$ cat src/rtl/hfswr_clk_pkg.sv
// Shared definitions for the clock/PLL supervision logic.
//   sup_state_e : supervisor state encoding, also driven on state_o
//   LOST_CNT_W  : width of the saturating lock-loss counter
package hfswr_clk_pkg;

   typedef enum logic [2:0] {
      PLL_RST   = 3'd0,
      WAIT_LOCK = 3'd1,
      STABLE    = 3'd2,
      RUN       = 3'd3,
      FAIL      = 3'd4
   } sup_state_e;

   localparam int LOST_CNT_W = 8;

endpackage

$ cat src/rtl/sync_2ff.sv
// Two-flop synchronizer for asynchronous status inputs, with asynchronous
// active-low clear. Output lags input by two clk_i edges.
//   clk_i  : destination clock
//   rst_ni : asynchronous active-low clear of both flop stages
//   d_i    : asynchronous input bits
//   q_o    : synchronized output bits
module sync_2ff #(
   parameter int WIDTH = 1
) (
   input  logic             clk_i,
   input  logic             rst_ni,
   input  logic [WIDTH-1:0] d_i,
   output logic [WIDTH-1:0] q_o
);

   logic [WIDTH-1:0] meta_q;
   logic [WIDTH-1:0] sync_q;

   always_ff @(posedge clk_i or negedge rst_ni) begin
      if (!rst_ni) begin
         meta_q <= '0;
         sync_q <= '0;
      end else begin
         meta_q <= d_i;
         sync_q <= meta_q;
      end
   end

   assign q_o = sync_q;

endmodule

$ cat src/rtl/pll_supervisor.sv
// PLL supervisor: sequences PLL reset, lock acquisition and a lock-stability
// wait before releasing the system reset; re-arms the PLL on lock loss and
// parks in FAIL after MAX_RETRY consecutive acquisition timeouts.
// Runs on the PLL reference clock.
//   clk             : reference clock
//   rstn            : asynchronous active-low reset
//   pll_locked      : PLL LOCKED, asynchronous, synchronized internally
//   retry_i         : single-cycle pulse, leaves FAIL
//   pll_rstn_o      : active-low PLL reset
//   sys_rstn_o      : active-low system reset, high only in RUN
//   fail_o          : high in FAIL
//   state_o         : current state encoding
//   lock_lost_cnt_o : saturating count of lock losses seen in RUN
module pll_supervisor
   import hfswr_clk_pkg::*;
#(
   parameter int unsigned PLL_RST_CYC = 16,
   parameter int unsigned LOCK_WAIT   = 12500,
   parameter int unsigned STABLE_CNT  = 1024,
   parameter int unsigned MAX_RETRY   = 3
) (
   input  logic                  clk,
   input  logic                  rstn,
   input  logic                  pll_locked,
   input  logic                  retry_i,
   output logic                  pll_rstn_o,
   output logic                  sys_rstn_o,
   output logic                  fail_o,
   output logic [2:0]            state_o,
   output logic [LOST_CNT_W-1:0] lock_lost_cnt_o
);

   localparam int unsigned MAX_AB  = (PLL_RST_CYC > LOCK_WAIT) ? PLL_RST_CYC : LOCK_WAIT;
   localparam int unsigned CNT_MAX = (MAX_AB > STABLE_CNT) ? MAX_AB : STABLE_CNT;
   localparam int          CNT_W   = $clog2(CNT_MAX + 1);
   localparam int          RTY_W   = $clog2(MAX_RETRY + 1);

   localparam logic [CNT_W-1:0] RST_LAST  = CNT_W'(PLL_RST_CYC - 1);
   localparam logic [CNT_W-1:0] LOCK_LAST = CNT_W'(LOCK_WAIT - 1);
   localparam logic [CNT_W-1:0] STAB_LAST = CNT_W'(STABLE_CNT - 1);
   localparam logic [RTY_W-1:0] RTY_LAST  = RTY_W'(MAX_RETRY - 1);

   sup_state_e            state_q, state_d;
   logic [CNT_W-1:0]      cnt_q, cnt_d;
   logic [RTY_W-1:0]      rty_q, rty_d;
   logic [LOST_CNT_W-1:0] lost_q, lost_d;
   logic                  pll_rstn_q, pll_rstn_d;
   logic                  sys_rstn_q, sys_rstn_d;
   logic                  fail_q, fail_d;
   logic                  locked_s;

   sync_2ff #(.WIDTH(1)) u_lock_sync (
      .clk_i  (clk),
      .rst_ni (rstn),
      .d_i    (pll_locked),
      .q_o    (locked_s)
   );

   always_comb begin
      state_d = state_q;
      rty_d   = rty_q;
      lost_d  = lost_q;
      unique case (state_q)
         PLL_RST: begin
            if (cnt_q == RST_LAST) state_d = WAIT_LOCK;
         end
         WAIT_LOCK: begin
            // lock seen in the timeout cycle still wins
            if (locked_s) begin
               state_d = STABLE;
            end else if (cnt_q == LOCK_LAST) begin
               if (rty_q == RTY_LAST) begin
                  state_d = FAIL;
               end else begin
                  rty_d   = rty_q + 1'b1;
                  state_d = PLL_RST;
               end
            end
         end
         STABLE: begin
            // a dropout here is treated as instability, not a timeout
            if (!locked_s) begin
               state_d = WAIT_LOCK;
            end else if (cnt_q == STAB_LAST) begin
               state_d = RUN;
               rty_d   = '0;
            end
         end
         RUN: begin
            if (!locked_s) begin
               state_d = PLL_RST;
               if (lost_q != '1) lost_d = lost_q + 1'b1;
            end
         end
         FAIL: begin
            if (retry_i) begin
               state_d = PLL_RST;
               rty_d   = '0;
            end
         end
         default: state_d = PLL_RST;
      endcase

      // counter restarts on every transition and idles in RUN/FAIL
      if (state_d != state_q || state_q == RUN || state_q == FAIL) cnt_d = '0;
      else                                                          cnt_d = cnt_q + 1'b1;

      // outputs decoded from the next state so they move on the same edge
      pll_rstn_d = !(state_d == PLL_RST || state_d == FAIL);
      sys_rstn_d = (state_d == RUN);
      fail_d     = (state_d == FAIL);
   end

   always_ff @(posedge clk or negedge rstn) begin
      if (!rstn) begin
         state_q    <= PLL_RST;
         cnt_q      <= '0;
         rty_q      <= '0;
         lost_q     <= '0;
         pll_rstn_q <= 1'b0;
         sys_rstn_q <= 1'b0;
         fail_q     <= 1'b0;
      end else begin
         state_q    <= state_d;
         cnt_q      <= cnt_d;
         rty_q      <= rty_d;
         lost_q     <= lost_d;
         pll_rstn_q <= pll_rstn_d;
         sys_rstn_q <= sys_rstn_d;
         fail_q     <= fail_d;
      end
   end

   assign pll_rstn_o      = pll_rstn_q;
   assign sys_rstn_o      = sys_rstn_q;
   assign fail_o          = fail_q;
   assign state_o         = state_q;
   assign lock_lost_cnt_o = lost_q;

endmodule

$ cat config.mk
export PLATFORM = sky130hd
export DESIGN_NAME = pll_supervisor
export DESIGN_NICKNAME = d
export VERILOG_FILES = /design/src/rtl/hfswr_clk_pkg.sv /design/src/rtl/sync_2ff.sv /design/src/rtl/pll_supervisor.sv
export SDC_FILE = /design/constraint.sdc
export NUM_CORES = 1
export LEC_CHECK = 0
export ABC_AREA = 1
export BUFFER_PORTS_ARGS = -buffer_cell sky130_fd_sc_hd__buf_2
export CAP_MARGIN = 20
export CORE_ASPECT_RATIO = 1.4
export CORE_MARGIN = 1.5
export CORE_UTILIZATION = 40
export DETAILED_ROUTE_END_ITERATION = 10
export GPL_TIMING_DRIVEN = 0
export HOLD_SLACK_MARGIN = 0.15
export SETUP_SLACK_MARGIN = 0.1
export SYNTH_ARGS = -nofsm -noshare
export SYNTH_HDL_FRONTEND = slang
export SYNTH_SLANG_ARGS = --single-unit
$ cat constraint.sdc
create_clock -name clk -period 2 [get_ports clk]
set_input_delay 0.3 -clock clk [delete_from_list [all_inputs] [get_ports clk]]
set_output_delay 0.3 -clock clk [all_outputs]
set_load 0.01 [all_outputs]
==> flow_metrics.env <==
export IMPL_run_status="finished with violations"
export IMPL_violations="design-rule violations"
export IMPL_skew_ns=0.005762
export IMPL_rows=27
export IMPL_cts_clk_slew_worst_paths_ns=0.06
export IMPL_dpl_hpwl_mm=2.240
export IMPL_critical_path_class="flip-flop to flip-flop"
export IMPL_drive_above_1_share_pct=18.83
export IMPL_worstSkewPairLatency_ns=0.28
export IMPL_synthDominantCellAreaShare_pct=47.80
export IMPL_vias=1282
export IMPL_slew_violations=0
export IMPL_coreArea_um2=3986
export IMPL_grt_max_degree=33
export IMPL_clock_fmax_mhz=572.2
export IMPL_avgRoutedWirePerCell_um=11.45
export IMPL_max_stage_delay_ns=0.41
export IMPL_track_usage_pct=15.78
export IMPL_syn_nets=205
export IMPL_worstPathCellList="ha_4, nand3_2, nor3_4, nand2_1, nand2_1, nand2_1, nand3_1, nand2_2, nand2_4, buf_8, nor2_2"
export IMPL_startpoint="cnt_q[0]"
export IMPL_rsz0062_at_grt="no"
export IMPL_detail_route_antenna_nets=0
export IMPL_die_area_um2=4591
export IMPL_clkSinkCount=32
export IMPL_die_h_um=79.58
export IMPL_min_period_ns=1.748
export IMPL_worstMarginPinSlew_ns=0.7079
export IMPL_p_per_area_nw_per_um2=956.5
export IMPL_ctsLongestPathBuffers=2
export IMPL_path_max_fanout=10
export IMPL_antenna_cells=0
export IMPL_finalWirelength_mm=3.045
export IMPL_die_width_um=57.70
export IMPL_setup_violations=0
export IMPL_avgSynthCellArea_um2=8.461
export IMPL_grt_pass1_vias=1281
export IMPL_first_iter_violations=28
export IMPL_cp_num_buf_inv=1
export IMPL_fin_tns_setup_ns=0
export IMPL_crit_family="simple AND/OR/NAND/NOR gates"
export IMPL_crit_end="cnt_q[10]"
export IMPL_max_cap_violations=0
export IMPL_area_growth_pct=14.79
export IMPL_cp_depth=11
export IMPL_cts_tree="done"
export IMPL_synthCells=198
export IMPL_yosysSeqAreaShare_pct=47.80
export IMPL_reg2reg_to="cnt_q[10]"
export IMPL_arrival_ns=1.92
export IMPL_avgViaCountPerCell=4.820
export IMPL_antenna_found_initial=0
export IMPL_crit_top_cell="nand2_1"
export IMPL_ios=18
export IMPL_p_leak_nw=1.013
export IMPL_synthesis_area_um2=1675
export IMPL_cp_start_kind="flip-flop"
export IMPL_ff2ff_setup_slack_ns=0.25
export IMPL_period_share_pct=87.38
export IMPL_cts_root_buffer="clkbuf_8"
export IMPL_yosys_cell_types_count=21
export IMPL_hp_class="input port to flip-flop"
export IMPL_place_gp_congestion=0.8387
export IMPL_final_cells=266
export IMPL_io_buffer_count=17
export IMPL_place_inst=258
export IMPL_yosys_register_bits=32
export IMPL_htree_levels=2
export IMPL_maxSlewHeadroom_pct=52.81
export IMPL_ys_warn_count=0
export IMPL_ir_drop_v=0.0006216
export IMPL_cp_slowest_cell="dfrtp_1"
export IMPL_r2r_start="cnt_q[0]"
export IMPL_start_util_pct=42.03
export IMPL_drc=2
export IMPL_synth_top_area_cell="dfrtp_1"
export IMPL_synthTopCellsByArea="dfrtp_1 (48%), nand2_1 (8.1%), inv_1 (6.5%)"
export IMPL_finalHoldViolCount=0
export IMPL_cts_made_buffers=5
export IMPL_grt_pass1_wl_mm=5.492
export IMPL_final_nets=232
export IMPL_required_ns=2.17
export IMPL_endpoint_kind="flip-flop"
export IMPL_grt_ovfl_total=0
export IMPL_ff2ff_path_depth=11
export IMPL_first_pass_iters=7
state kept, by name (all words and copies together) (netlist names):
signal / count
fail_o: 1
cnt_q: 14
rty_q: 2
state_o: 3
lock_lost_cnt_o: 8
pll_rstn_o: 1
u_lock_sync.q_o: 1
u_lock_sync.meta_q: 1
sys_rstn_o: 1
cell usage after synthesis (all sizes together):
cell / count
nand2: 39
nand3: 15
nand4: 6
dfrtp: 32
xor2: 10
inv: 29
buf: 1
nor4: 2
o21ai: 5
nor3: 6
nor2: 39
xnor2: 8
a21oi: 1
ha: 3
nand3b: 2
layout by cell type (no fill, tap or decap), drive strengths merged:
cell / Yosys / routed
a21oi: 1 / 1
buf: 1 / 19
clkbuf: 0 / 5
dfrtp: 32 / 32
dlygate4sd3: 0 / 2
ha: 3 / 3
inv: 29 / 29
nand2: 39 / 39
nand3: 15 / 15
nand3b: 2 / 2
nand4: 6 / 6
nor2: 39 / 39
nor3: 6 / 6
nor4: 2 / 2
o21ai: 5 / 5
xnor2: 8 / 8
xor2: 10 / 10
per-stage QoR:
step           setup WS (ns)  cell area, µm²  utilization [%]  power (mW)  hold slack, ns
6_report              0.2525            1923            48.24       1.839          0.3215
5_1_grt              0.09919            1923            48.24       1.998          0.3497
4_1_cts               0.1344            1903            47.74       1.850          0.2997
3_5_place_dp          0.1564            1814            45.51       1.401          0.3413
3_3_place_gp          0.1522            1814            45.51       1.389          0.3344
2_1_floorplan         0.3897            1675                -       1.263        0.004409
worst register-to-register path: stages (launching register included):
cell and delay [ns]:
dfrtp_1 0.41, ha_4 0.18, nand3_2 0.14, nor3_4 0.21, nand2_1 0.10, nand2_1 0.06
nand2_1 0.06, nand3_1 0.11, nand2_2 0.06, nand2_4 0.09, buf_8 0.16, nor2_2 0.05
per-layer routing:
| metal | share of wire [%] | vias up | global-route usage, % |
|---|---|---|---|
| met3 | 3.3 | 5 | 4.376 |
| met4 | 2.4 | 0 | 9.070 |
| met1 | 44 | 587 | 18.42 |
| met5 | 0 | - | 0 |
| li1 | - | 667 | - |
| met2 | 50 | 23 | 25.57 |
cell type report:
class	instances	area, µm²
Buffer	1	15.01
Clock buffer	5	68.82
Fill cell	399	2063
Inverter	29	108.9
Multi-Input combinational cell	136	763.2
Sequential cell	32	800.8
Tap cell	43	53.80
Timing Repair Buffer	20	112.6
worst min path at each step:
| stage | depth (start not counted) | from | end |
|---|---|---|---|
| finish | 4 | retry_i | fail_o |
| global route | 4 | retry_i | fail_o |
| CTS | 4 | retry_i | fail_o |
| detailed placement | 0 | u_lock_sync.meta_q | u_lock_sync.q_o |
| global placement | 0 | u_lock_sync.meta_q | u_lock_sync.q_o |
| floorplan | 0 | rstn | cnt_q[0] |
power breakdown:
part	internal, mW	total (mW)	switching (mW)
Combinational	0.231	0.568	0.337
Clock	0.224	0.433	0.210
Sequential	0.740	0.838	0.0974
cells by family (layout without fill, tap and decap cells):
kind of cell	after synthesis	count (layout)	synth area share, %
xor gates and xnor gates	18	18	9.410
DFF	32	32	47.80
adders and majority gates	3	3	2.241
buffers and inverters	30	55	7.393
AOI/OAI and AO/OA	6	6	1.792
and+or+nand+nor	109	109	31.37
timing repair:
item,CTS,global route
endpoints found under the setup margin,0,12
endpoints found under the hold margin,33,0
buffers inserted,0,1
gates resized for setup,0,3
hold buffers,2,0
Note: power is estimated with default switching activity, not from simulation.
